`config.mk`:
```
export PLATFORM = sky130hd
export DESIGN_NAME = initialize_remote
export DESIGN_NICKNAME = d
export VERILOG_FILES = /design/src/rtl/initialize_remote_pkg.sv /design/src/rtl/initialize_remote_sync_2ff.sv /design/src/rtl/initialize_remote.sv
export SDC_FILE = /design/constraint.sdc
export NUM_CORES = 1
export LEC_CHECK = 0
export ABC_AREA = 0
export CAP_MARGIN = 25
export CORE_MARGIN = 4
export CORE_UTILIZATION = 40
export CTS_BUF_LIST = sky130_fd_sc_hd__clkbuf_16
export CTS_CLUSTER_DIAMETER = 40
export DETAILED_ROUTE_END_ITERATION = 10
export PLACE_DENSITY = 0.65
export SYNTH_ARGS = -nofsm -noshare
export SYNTH_HDL_FRONTEND = slang
export SYNTH_SLANG_ARGS = --single-unit
export TNS_END_PERCENT = 1
```
`constraint.sdc`:
```
create_clock -name clock -period 2.3 [get_ports clock]
set_input_delay 0.69 -clock clock [delete_from_list [all_inputs] [get_ports clock]]
set_output_delay 0.69 -clock clock [all_outputs]
set_load 0.05 [all_outputs]
```
`src/rtl/initialize_remote_pkg.sv`:
```
// Shared types and default throttle codes for the remote arming sequencer.
package initialize_remote_pkg;

  typedef enum logic [2:0] {
    IDLE,
    LOW1,
    HIGH,
    LOW2,
    DONE,
    RAMP_UP,
    RAMP_DOWN
  } state_e;

  localparam logic [7:0] LOW_VAL     = 8'h00;
  localparam logic [7:0] HIGH_VAL    = 8'hFF;
  localparam logic [7:0] NEUTRAL_VAL = 8'h80;
  localparam logic [7:0] OFF_VAL     = 8'h00;

endpackage

```
`src/rtl/initialize_remote_sync_2ff.sv`:
```
// 1-bit two-flop synchronizer with a rising-edge pulse on the synchronized level.
module sync_2ff (
  input  logic clk_i,
  input  logic rst_ni,
  input  logic d_i,
  output logic q_o,
  output logic rise_o
);

  logic [1:0] sync_q;
  logic       q_dly_q;

  always_ff @(posedge clk_i or negedge rst_ni) begin
    if (!rst_ni) begin
      sync_q  <= '0;
      q_dly_q <= 1'b0;
    end else begin
      sync_q  <= {sync_q[0], d_i};
      q_dly_q <= sync_q[1];
    end
  end

  assign q_o    = sync_q[1];
  // Flops reset to 0, so a switch already on at reset release still yields a rise.
  assign rise_o = sync_q[1] & ~q_dly_q;

endmodule

```
`src/rtl/initialize_remote.sv`:
```
// Remote arming sequencer: OFF -> LOW -> HIGH -> LOW -> NEUTRAL on power-switch rise.
// Optional INIT_RAMP_EN macro replaces the step transitions with 1-LSB ramps.
module initialize_remote #(
`ifdef INIT_RAMP_EN
  parameter int unsigned RAMP_DIV    = 1,
`endif
  parameter int unsigned STEP_CYCLES = 100,
  parameter logic [7:0]  LOW_VAL     = initialize_remote_pkg::LOW_VAL,
  parameter logic [7:0]  HIGH_VAL    = initialize_remote_pkg::HIGH_VAL,
  parameter logic [7:0]  NEUTRAL_VAL = initialize_remote_pkg::NEUTRAL_VAL,
  parameter logic [7:0]  OFF_VAL     = initialize_remote_pkg::OFF_VAL
) (
  input  logic       clock,
  input  logic       reset_n,
  input  logic       on_state,
  output logic [7:0] initial_signal,
  output logic       init_done
);

  import initialize_remote_pkg::*;

  localparam logic [15:0] STEP_LAST = 16'(STEP_CYCLES - 1);

  logic       on_s;
  logic       rise;
  state_e     state_q;
  logic [15:0] cnt_q;
  logic [7:0] out_q;
  logic       done_q;
  logic       step_done;

  sync_2ff u_sync (
    .clk_i  (clock),
    .rst_ni (reset_n),
    .d_i    (on_state),
    .q_o    (on_s),
    .rise_o (rise)
  );

  assign step_done = (cnt_q == STEP_LAST);

`ifdef INIT_RAMP_EN
  localparam logic [15:0] RAMP_LAST = 16'(RAMP_DIV - 1);

  state_e     ramp_next_q;
  logic [7:0] ramp_tgt_q;
  logic [7:0] ramp_val;

  assign ramp_val = (state_q == RAMP_UP) ? out_q + 8'd1 : out_q - 8'd1;

  always_ff @(posedge clock or negedge reset_n) begin
    if (!reset_n) begin
      state_q     <= IDLE;
      cnt_q       <= '0;
      out_q       <= OFF_VAL;
      done_q      <= 1'b0;
      ramp_next_q <= IDLE;
      ramp_tgt_q  <= '0;
    end else if (state_q != IDLE && !on_s) begin
      state_q <= IDLE;
      cnt_q   <= '0;
      out_q   <= OFF_VAL;
      done_q  <= 1'b0;
    end else begin
      case (state_q)
        IDLE: begin
          if (rise) begin
            state_q <= LOW1;
            cnt_q   <= '0;
            out_q   <= LOW_VAL;
          end
        end
        LOW1, HIGH, LOW2: begin
          if (step_done) begin
            cnt_q <= '0;
            // Ramp direction is fixed per hold phase; output holds its level on entry.
            case (state_q)
              LOW1: begin
                state_q     <= RAMP_UP;
                ramp_tgt_q  <= HIGH_VAL;
                ramp_next_q <= HIGH;
              end
              HIGH: begin
                state_q     <= RAMP_DOWN;
                ramp_tgt_q  <= LOW_VAL;
                ramp_next_q <= LOW2;
              end
              default: begin
                state_q     <= RAMP_UP;
                ramp_tgt_q  <= NEUTRAL_VAL;
                ramp_next_q <= DONE;
              end
            endcase
          end else begin
            cnt_q <= cnt_q + 16'd1;
          end
        end
        RAMP_UP, RAMP_DOWN: begin
          if (cnt_q == RAMP_LAST) begin
            cnt_q <= '0;
            if (out_q == ramp_tgt_q) begin
              state_q <= ramp_next_q;
              done_q  <= (ramp_next_q == DONE);
            end else begin
              out_q <= ramp_val;
              if (ramp_val == ramp_tgt_q) begin
                state_q <= ramp_next_q;
                done_q  <= (ramp_next_q == DONE);
              end
            end
          end else begin
            cnt_q <= cnt_q + 16'd1;
          end
        end
        DONE: begin
          done_q <= 1'b1;
        end
        default: begin
          state_q <= IDLE;
          cnt_q   <= '0;
          out_q   <= OFF_VAL;
          done_q  <= 1'b0;
        end
      endcase
    end
  end
`else
  always_ff @(posedge clock or negedge reset_n) begin
    if (!reset_n) begin
      state_q <= IDLE;
      cnt_q   <= '0;
      out_q   <= OFF_VAL;
      done_q  <= 1'b0;
    end else if (state_q != IDLE && !on_s) begin
      state_q <= IDLE;
      cnt_q   <= '0;
      out_q   <= OFF_VAL;
      done_q  <= 1'b0;
    end else begin
      case (state_q)
        IDLE: begin
          if (rise) begin
            state_q <= LOW1;
            cnt_q   <= '0;
            out_q   <= LOW_VAL;
          end
        end
        LOW1: begin
          if (step_done) begin
            state_q <= HIGH;
            cnt_q   <= '0;
            out_q   <= HIGH_VAL;
          end else begin
            cnt_q <= cnt_q + 16'd1;
          end
        end
        HIGH: begin
          if (step_done) begin
            state_q <= LOW2;
            cnt_q   <= '0;
            out_q   <= LOW_VAL;
          end else begin
            cnt_q <= cnt_q + 16'd1;
          end
        end
        LOW2: begin
          if (step_done) begin
            state_q <= DONE;
            cnt_q   <= '0;
            out_q   <= NEUTRAL_VAL;
            done_q  <= 1'b1;
          end else begin
            cnt_q <= cnt_q + 16'd1;
          end
        end
        DONE: begin
          done_q <= 1'b1;
        end
        default: begin
          state_q <= IDLE;
          cnt_q   <= '0;
          out_q   <= OFF_VAL;
          done_q  <= 1'b0;
        end
      endcase
    end
  end
`endif

  assign initial_signal = out_q;
  assign init_done      = done_q;

endmodule

```
Word level (Yosys, flattened, before mapping). Cells that the tools add are included.

Word-level logic and storage cells: 48. Flip-flop bits (word level): 31.

Muxes and demuxes: 19. Reduce and logical (&&, ||, !) cells: 9. Add/subtract/negate cells: 1. Equal/unequal tests: 11. Bitwise gates (word level): 2.

Operators by type and width (number): 16-bit 2-to-1 mux (3); 16-bit one-hot mux with 3 select lines (1); 8-bit 2-to-1 mux (5); 8-bit one-hot mux with 5 select lines (1); 16-bit by 1-bit adder with 16-bit output, second input constant (1); 16-bit by 7-bit equality test with 1-bit output, second input constant (1); 3-bit 2-to-1 mux (5); 3-bit one-hot mux with 5 select lines (1); 3-bit inequality test, second input constant (4); 3-bit by 2-bit equality test with 1-bit output, second input constant (2); 3-bit OR reduction (2); 5-bit AND reduction (1); 2-bit AND reduction (2); 3-bit by 1-bit equality test with 1-bit output, second input constant (1); 3-bit equality test, second input constant (1); 3-bit zero test (1); 1-bit one-hot mux with 3 select lines (1); 3-bit nonzero test (1); 1-bit 2-to-1 mux (2); 2-bit by 1-bit inequality test with 1-bit output, second input constant (1); 2-bit inequality test, second input constant (1); 1-bit bitwise AND (1); 1-bit logical AND (1); 1-bit zero test (1); 1-bit inverter (1).

Longest topological paths before layout. Gate-level depths: netlist of the first run.

Depth in word-level cells: 5. Mapped depth: 6. Mapped depth without buffers: 5.

Hierarchy. Synthesis of the first run repeated with hierarchy kept, for this count alone.

Cells, all modules: 135. Area total of the unflattened synthesis: 1333.8 um^2.

By module, submodules not included: initialize_remote (area an instance 1244.9 um^2, instances 1, cells an instance 131, seq. area each 550.5 um^2); sync_2ff (area an instance 88.8 um^2, instances 1, cells an instance 4, seq. area each 75.1 um^2).

Worst setup path after synthesis of the first run. No wires, ideal clock.

Kind: register to register. Start point: reg cnt_q[10]. End point: reg out_q[6] (netlist: initial_signal[6]). Data required time: 2175 ps. Stages on the path, launching flop included: 5. Buffers on the path: 0. Setup time: 125 ps. Arrival time: 1996 ps. Slack: 180 ps. Path through: dfrtp_1 or4_1 or4_4 a21oi_2 mux2_2.

Cells in the longest elaborated chain, start to end: 3. Elaborated cells between the ends (all ways): 5. Classes of those cells: eq/ne (4); reduce/logical (1).

Ends and longest elaborated chain: start, declared (RTL line initialize_remote.sv:27) `logic [15:0] cnt_q;`; start signal, assigned (RTL line initialize_remote.sv:154) `cnt_q <= cnt_q + 16'd1;`; start signal, assigned (RTL line initialize_remote.sv:163) `cnt_q <= cnt_q + 16'd1;`; start signal, assigned (RTL line initialize_remote.sv:173) `cnt_q <= cnt_q + 16'd1;`; 16-bit by 7-bit equality test with 1-bit output * (RTL line initialize_remote.sv:40) `assign step_done = (cnt_q == STEP_LAST);`; 3-bit inequality test (no source line); 5-bit AND reduction (no source line) *; end signal, assigned (RTL line initialize_remote.sv:132) `out_q <= OFF_VAL;`; end signal, assigned (RTL line initialize_remote.sv:137) `out_q <= OFF_VAL;`; end signal, assigned (RTL line initialize_remote.sv:145) `out_q <= LOW_VAL;`; end, declared (RTL line initialize_remote.sv:28) `logic [7:0] out_q;`.

Every way passes the cells marked *; elsewhere a longest branch is shown, timed or not. A chain may end at the register's enable or synchronous reset.

Final worst setup path of the first run.
Start point: reg cnt_q[11]. End point: reg out_q[6] (netlist: initial_signal[6]).

Same word-level chain as after synthesis.

==> results of run 1 <==
## flip-flops by register name, summed over array words and instances (netlist names)
register,count
init_done,1
u_sync.q_dly_q,1
cnt_q,16
initial_signal,2
state_q,3
u_sync.sync_q,2
## metrics by stage
step                instance area [um^2]  utilization (%)  power [W]  std cells
floorplan                           1310                -   0.000902        135
global placement                    1470             47.6   0.000988        191
detailed placement                  1470             47.6    0.00100        191
CTS                                 1540             50.2    0.00138        195
global route                        1540             50.2    0.00144        195
finish                              1540             50.2    0.00136        195
## worst max-delay path, stage by stage, from the launching register on
cell and delay (ns):
sky130_fd_sc_hd__dfrtp_1 0.41, sky130_fd_sc_hd__or4_1 0.53, sky130_fd_sc_hd__or4_4 0.58, sky130_fd_sc_hd__a21oi_2 0.21, sky130_fd_sc_hd__mux2_2 0.35
## layout by cell type, fill, tap and decap left out, drive strengths merged, types with 2 or more instances in the layout
cell type,instances
a21oi,10
a31oi,4
a32oi,2
and2,2
buf,17
clkbuf,3
clkdlybuf4s50,4
dfrtp,25
inv,9
mux2,2
nand2,8
nand3,5
nand4,5
nand4b,2
nor2,5
nor3,2
o21ai,10
o22ai,2
o311ai,3
o31ai,3
or3,8
or4,6
## cells by family after synthesis
| family | synth area share, % |
|---|---|
| and+or+nand+nor | 22.3 |
| xor gates and xnor gates | 0.671 |
| muxes | 2.49 |
| buffers and inverters | 7.18 |
| DFF | 47.9 |
| AOI/OAI and AO/OA | 18.5 |
| adders and majority gates | 0.958 |
## final cells by class
cell class / count / area [um^2]
clock buffers: 3 / 75.1
clock inverters: 1 / 3.75
fillers: 294 / 1530
inverters: 8 / 30.0
multi-input cells: 93 / 587
flip-flops and latches: 25 / 626
well taps: 44 / 55.1
repair buffers: 21 / 168
## layer usage
| layer | up-vias | part of all wire [%] |
|---|---|---|
| li1 | 540 | - |
| met1 | 535 | 48 |
| met2 | 25 | 46 |
| met3 | 6 | 4.2 |
| met4 | 0 | 1.8 |
| met5 | - | 0 |
## worst paths after layout
kind	startpoint	end	slack, ns	depth (start not counted)
setup / recovery	cnt_q[11]	initial_signal[6]	0.10	4
hold / removal	u_sync.sync_q[0]	u_sync.sync_q[1]	0.35	0
setup reg to reg	cnt_q[11]	initial_signal[6]	0.10	4
hold reg to reg	u_sync.sync_q[0]	u_sync.sync_q[1]	0.35	0
max in group asynchronous	reset_n	cnt_q[2]	1.25	2
min in group asynchronous	reset_n	cnt_q[6]	0.80	2
## power by group
group	internal (W)	leakage, nW	switching, W
Combinational	0.000148	0.252	0.000317
Clock	0.000232	0.0423	0.000142
Sequential	0.000476	0.339	0.0000494
Total	0.000856	0.633	0.000508
==> impl_summary.log, run 1 <==
INFO  metric result_of_the_run = finished, final reports clean
INFO  metric cts.sink_count = 25
INFO  metric synth-warning-count = 0
INFO  metric post-cts-setup-buffer-count = 0
INFO  metric cts-buffers-inserted = 3
INFO  metric met3_usage = under 10%
INFO  metric floorplan.die_area = about 4200 um^2
INFO  metric worst-path-max-fanout = 5
INFO  metric worst-setup-path-type = flop to flop
INFO  metric initial_core_util = 42.4%
INFO  metric routedWlPerCell = about 14 um
INFO  metric place_congestion = roughly 0.77
INFO  metric post-dp-hpwl = 2020 um
INFO  metric cp_data_arrival_time = 2.34 ns
INFO  metric grt-ovfl-total = 0
INFO  metric remaining_design_rule_violation_count = 0
INFO  metric ys_types = 38
INFO  metric leakagePower = 0.633 nW
INFO  metric drive_above_1_share = between 10% and 20%
INFO  metric hold_class = flop to flop
INFO  metric period_share = roughly 95%
INFO  metric timing.clock.skew = 0.00255 ns
INFO  metric worst_endpoint_required_time = between 2 and 2.5 ns
INFO  metric max-vdd-ir-drop = 0.328 mV
INFO  metric pre_cts_setup_slack = ~0.12 ns
INFO  metric synth_edf_count = 0
INFO  metric grt_max_degree = 26
INFO  metric avgSynthCellArea = slightly below 10 um^2
INFO  metric synth_top_area_cell = sky130_fd_sc_hd__dfrtp_1
INFO  metric fin_setup_tns = 0 ns
INFO  metric globalRouteMet2Util = between 20% and 30%
INFO  metric timing.max_slew.rel_slack = between 60% and 70%
INFO  metric max-cap-violations = 0
INFO  metric grt_pass1_vias = between 1k and 1.5k
INFO  metric dieWidth = 65.1 um
INFO  metric clkSlewWorstSetupHoldPaths = ~0.06 ns
INFO  metric clock-root-buffer = sky130_fd_sc_hd__clkbuf_16
INFO  metric setup_viol_count_final = 0
INFO  metric port_buffers = 11
INFO  metric drt-pass1-iter-count = 4
INFO  metric globalRouteTotalUtil = 14.0%
INFO  metric syn_to_final_growth = 18.2%
INFO  metric worst_setup_path_end_kind = flop
INFO  metric postCtsResizedCells = 0
INFO  metric finalHoldViolations = 0
INFO  metric worst_skew_pair.late_latency = roughly 0.25 ns
INFO  metric sequential_element_share_of_the_synthesized_area = around 48%
INFO  metric antenna_found_initial = 0
INFO  metric top_level_ports = 12
INFO  metric post_synth_inst_count = 135
INFO  metric routed_wirelength = 2770 um
INFO  metric cts_hold_repair.buffers = 0
INFO  metric syn_nets = about 140
INFO  metric synth_top_cells_by_count = sky130_fd_sc_hd__dfrtp_1 (25), sky130_fd_sc_hd__o21ai_0 (10), sky130_fd_sc_hd__a21oi_1 (9)
INFO  metric gr-max-usage-layer = met2
INFO  metric rsz0062_at_grt = no
INFO  metric route.vias.total = approximately 1.1k
INFO  metric die_h = between 60 and 70 um
INFO  metric drtAntennaViolNets = 0
INFO  metric pwr_density_cell = between 800 and 900 nW/um^2
INFO  metric coreArea = a little over 3000 um^2
INFO  metric diodes = 0
INFO  metric layout.nets = 156
INFO  metric timing_worst_slew_pin_value = 0.494 ns
INFO  metric asyncSetResetFlopFracSynth = 100%
INFO  metric finalMaxSlewViolations = 0
INFO  metric global_route_wire_length_before_repair = around 4600 um
INFO  metric synthFlopType = sky130_fd_sc_hd__dfrtp_1
INFO  metric synth_top_cell_area_share = a little under half
INFO  metric timing.final.ws_setup = 0.104 ns
INFO  metric finalWorstPathRequiredPeriod = approximately 2.2 ns
INFO  metric synthTopCellsByArea = sky130_fd_sc_hd__dfrtp_1 (48%), sky130_fd_sc_hd__buf_4 (4.6%), sky130_fd_sc_hd__o21ai_0 (3.8%)
INFO  metric worst_slack_on_hold_paths = ~0.35 ns
INFO  metric h-tree-depth = 1
INFO  metric max_freq = roughly 460 MHz
INFO  metric clock_tree_from_tritoncts = done
INFO  metric synth.cell_area = 1310 um^2
INFO  metric number_of_rows_in_the_core_area = 20
INFO  metric ctsLongestPathBuffers = 2
INFO  metric post-synth-top-count-cell = sky130_fd_sc_hd__dfrtp_1
INFO  metric drtIter0Drc = 55
INFO  metric grt_use_met1 = between 10% and 20%
INFO  metric post_drt_via_cell_ratio = approximately 5.7
INFO  metric postSynthRegisterBits = 25
INFO  metric critical_path.startpoint_type = flop
(Power assumes the default switching activity.)
==> run 2, diff against run 1 <==
- CORE_MARGIN: 4 -> 1
- TNS_END_PERCENT: 1 -> not set
==> run 2 against run 1 <==
Effect of this change: maximum frequency is 1.5% lower; register-to-register slack is essentially flat; combinational power rose by 4.7%; design area is 1.2% higher; total power grew 2.4%; sequential share of layout area down 0.49 points; clock skew grew 0.00073 ns; hold slack better by 0.0089 ns; cell count down 0.51%; via count increased by 1.7%; non-clock buffer count fell by 1; flip-flop and latch count unchanged; critical endpoint is now initial_signal[3]; largest power group unchanged.
==> impl_summary.log, run 2 (same netlist as run 1, synthesis figures left out) <==
INFO  metric h-tree-depth = 1 (unchanged)
INFO  metric finalMaxSlewViolations = 0 (unchanged)
INFO  metric result_of_the_run = finished, final reports clean (unchanged)
INFO  metric routedWlPerCell = 14.2 um (about the same)
INFO  metric die_h = 59.1 um (was 65.1 um)
INFO  metric finalInstanceArea = 1560 um^2 (was 1540 um^2)
INFO  metric critical_path.startpoint_type = flop (unchanged)
INFO  metric timing.clock.skew = 0.00327 ns (was 0.00255 ns)
INFO  metric antenna_found_initial = 0 (unchanged)
INFO  metric timing.max_slew.rel_slack = 66.6% (was 67.0%)
INFO  metric hold_class = flop to flop (unchanged)
INFO  metric postPlaceCellArea = 1470 um^2 (about the same)
INFO  metric p_int = 0.000876 W (was 0.000856 W)
INFO  metric max-cap-violations = 0 (unchanged)
INFO  metric globalRouteTotalUtil = 17.0% (was 14.0%)
INFO  metric port_buffers = 11 (unchanged)
INFO  metric post_drt_via_cell_ratio = 5.80 (was 5.67)
INFO  metric worst_endpoint_required_time = 1.61 ns (was 2.44 ns)
INFO  metric timing_worst_slew_pin_value = 0.499 ns (was 0.494 ns)
INFO  metric largest_register_ffs = 16 (unchanged)
INFO  metric floorplan.die_area = 3500 um^2 (was 4240 um^2)
INFO  metric drt-pass1-iter-count = 4 (unchanged)
INFO  metric clock-root-buffer = sky130_fd_sc_hd__clkbuf_16 (unchanged)
INFO  metric layout_common_cells = sky130_fd_sc_hd__dfrtp_1 (25), sky130_fd_sc_hd__o21ai_0 (10), sky130_fd_sc_hd__buf_4 (10), sky130_fd_sc_hd__a21oi_1 (9), sky130_fd_sc_hd__clkdlybuf4s50_1 (9) (was sky130_fd_sc_hd__dfrtp_1 (25), sky130_fd_sc_hd__buf_4 (17), sky130_fd_sc_hd__o21ai_0 (10), sky130_fd_sc_hd__a21oi_1 (9), sky130_fd_sc_hd__inv_1 (9))
INFO  metric cts.sink_count = 25 (unchanged)
INFO  metric coreArea = 3080 um^2 (unchanged)
INFO  metric worst_slack_on_hold_paths = 0.363 ns (was 0.354 ns)
INFO  metric fillCellCount = 278 (was 294)
INFO  metric drtAntennaViolNets = 0 (unchanged)
INFO  metric cts-buffers-inserted = 3 (unchanged)
INFO  metric worst_path_dominant_cell_family = buffers and inverters (was simple AND/OR/NAND/NOR gates)
INFO  metric ctsLongestPathBuffers = 2 (unchanged)
INFO  metric seq_power_share = 37.4% (was 38.5%)
INFO  metric layout.nets = 155 (was 156)
INFO  metric net-switching-power = 0.000522 W (was 0.000508 W)
INFO  metric max-vdd-ir-drop = 0.328 mV (about the same)
INFO  metric worst_setup_path_end_kind = output port (was flop)
INFO  metric global_route_wire_length_before_repair = 4390 um (was 4600 um)
INFO  metric clock_tree_from_tritoncts = done (unchanged)
INFO  metric diodes = 0 (unchanged)
INFO  metric setup_viol_count_final = 0 (unchanged)
INFO  metric syn_to_final_growth = 19.6% (was 18.2%)
INFO  metric remaining_design_rule_violation_count = 0 (unchanged)
INFO  metric dieWidth = 59.1 um (was 65.1 um)
INFO  metric p_clk_share = 27.8% (was 27.4%)
INFO  metric worst-setup-path-type = flop to output port (was flop to flop)
INFO  metric registers.top_by_ff_count = cnt_q (unchanged)
INFO  metric post-cts-setup-buffer-count = 0 (unchanged)
INFO  metric rsz0062_at_grt = no (unchanged)
INFO  metric pwr-share-comb = 34.8% (was 34.1%)
INFO  metric pwr_density_cell = 895 nW/um^2 (was 884 nW/um^2)
INFO  metric period_share = 97.0% (was 95.5%)
INFO  metric path_buf_inv = 1 (was 0)
INFO  metric timing.critical_path.cells = clkdlybuf4s50_1 (was or4_1 > or4_4 > a21oi_2 > mux2_2)
INFO  metric place_congestion = 0.816 (was 0.766)
INFO  metric grt_pass1_vias = 998 (was 1040)
INFO  metric grt-ovfl-total = 0 (unchanged)
INFO  metric initial_core_util = 42.4% (unchanged)
INFO  metric number_of_rows_in_the_core_area = 20 (unchanged)
INFO  metric drtIter0Drc = 33 (was 55)
INFO  metric cts_hold_repair.buffers = 0 (unchanged)
INFO  metric route.vias.total = 1125 (was 1106)
INFO  metric cp_data_arrival_time = 1.54 ns (was 2.34 ns)
INFO  metric routed_wirelength = 2750 um (was 2770 um)
INFO  metric post-dp-hpwl = 1950 um (was 2020 um)
INFO  metric clkSlewWorstSetupHoldPaths = 0.06 ns (about the same)
INFO  metric reg_top3 = cnt_q (16), state_q (3) (unchanged)
INFO  metric crit_path_max_incr_delay = 0.84 ns (was 0.58 ns)
INFO  metric worst-path-max-fanout = 8 (was 5)
INFO  metric fin_setup_tns = 0 ns (unchanged)
INFO  metric crit_path_top_delay_cell = sky130_fd_sc_hd__clkdlybuf4s50_1 (was sky130_fd_sc_hd__or4_4)
INFO  metric finalHoldViolations = 0 (unchanged)
INFO  metric final_util = 50.8% (was 50.2%)
INFO  metric worst_skew_pair.late_latency = 0.26 ns (was 0.25 ns)
INFO  metric max_freq = 448 MHz (was 455 MHz)
INFO  metric leakagePower = 0.633 nW (about the same)
INFO  metric finalWorstPathRequiredPeriod = 2.23 ns (was 2.20 ns)
INFO  metric switching_share = 37.3% (was 37.2%)
INFO  metric grt_max_degree = 26 (unchanged)
INFO  metric mostFrequentLayoutCell = sky130_fd_sc_hd__dfrtp_1 (unchanged)
INFO  metric drive_above_1_share = 12.7% (was 16.6%)
INFO  metric top_level_ports = 12 (unchanged)
==> run 2: cell types whose count changed in the layout (fill, tap and decap cells not counted) <==
cell	change
sky130_fd_sc_hd__a21oi_4	+1
sky130_fd_sc_hd__buf_4	-7
sky130_fd_sc_hd__dlymetal6s2s_1	+1
sky130_fd_sc_hd__inv_1	-1
sky130_fd_sc_hd__a21oi_2	-1
sky130_fd_sc_hd__clkinv_2	+1
sky130_fd_sc_hd__clkdlybuf4s50_1	+5
==> run 2: repair_timing <==
action / CTS / global route
endpoints found under the hold margin: 0 / 0
gates resized for setup: 0 / 2
endpoints found under the setup margin: 0 / 5
==> run 2: layout make-up <==
type | instances | area (um^2) | share of cell area [%]
clock buffer | 3 | 75.1 | 4.80
clock inverter | 1 | 5.00 | 0.320
inverter | 8 | 30.0 | 1.92
multi-input combinational | 93 | 594 | 38.0
sequential | 25 | 626 | 40.0
tap | 44 | 55.1 | 3.52
timing repair buffer | 20 | 178 | 11.4
==> run 2: routing by layer <==
metal / share of wire [%] / global-route usage, % / wire [um]
met2: 49 / 29.1 / 1350
met3: 3.6 / 3.28 / 99
met4: 1.5 / 6.12 / 40
met1: 46 / 21.4 / 1260
met5: 0 / 0 / 0
==> run 2: final timing paths <==
path | slack (ns) | endpoint | cells past startpoint | from
max | 0.07 | initial_signal[3] | 1 | initial_signal[6]
min | 0.36 | u_sync.sync_q[1] | 0 | u_sync.sync_q[0]
max reg2reg | 0.11 | state_q[0] | 4 | cnt_q[11]
min reg2reg | 0.36 | u_sync.sync_q[1] | 0 | u_sync.sync_q[0]
max in group asynchronous | 1.26 | cnt_q[5] | 2 | reset_n
min in group asynchronous | 0.79 | cnt_q[13] | 2 | reset_n
==> run 2: metrics by stage <==
step                      power [W]  setup WS (ns)  cells
after global placement     0.000997          0.145    190
after CTS                   0.00140         0.0514    194
after floorplan            0.000902          0.180    135
after global routing        0.00146        0.00506    194
final                       0.00140         0.0698    194
after detailed placement    0.00101         0.0973    190
==> run 2: power groups by stage <==
stage | clock (W) | combinational [W] | sequential [W]
2_1_floorplan | 0 | 0.000355 | 0.000547
3_3_place_gp | 0 | 0.000468 | 0.000529
3_5_place_dp | 0 | 0.000477 | 0.000531
4_1_cts | 0.000397 | 0.000479 | 0.000523
5_1_grt | 0.000418 | 0.000516 | 0.000527
6_report | 0.000388 | 0.000487 | 0.000523
==> run 3, diff against run 2 <==
- CAP_MARGIN: 25 -> 20
==> results of run 3 <==
The final DEF is identical to that of run 2; final timing and power are the same.
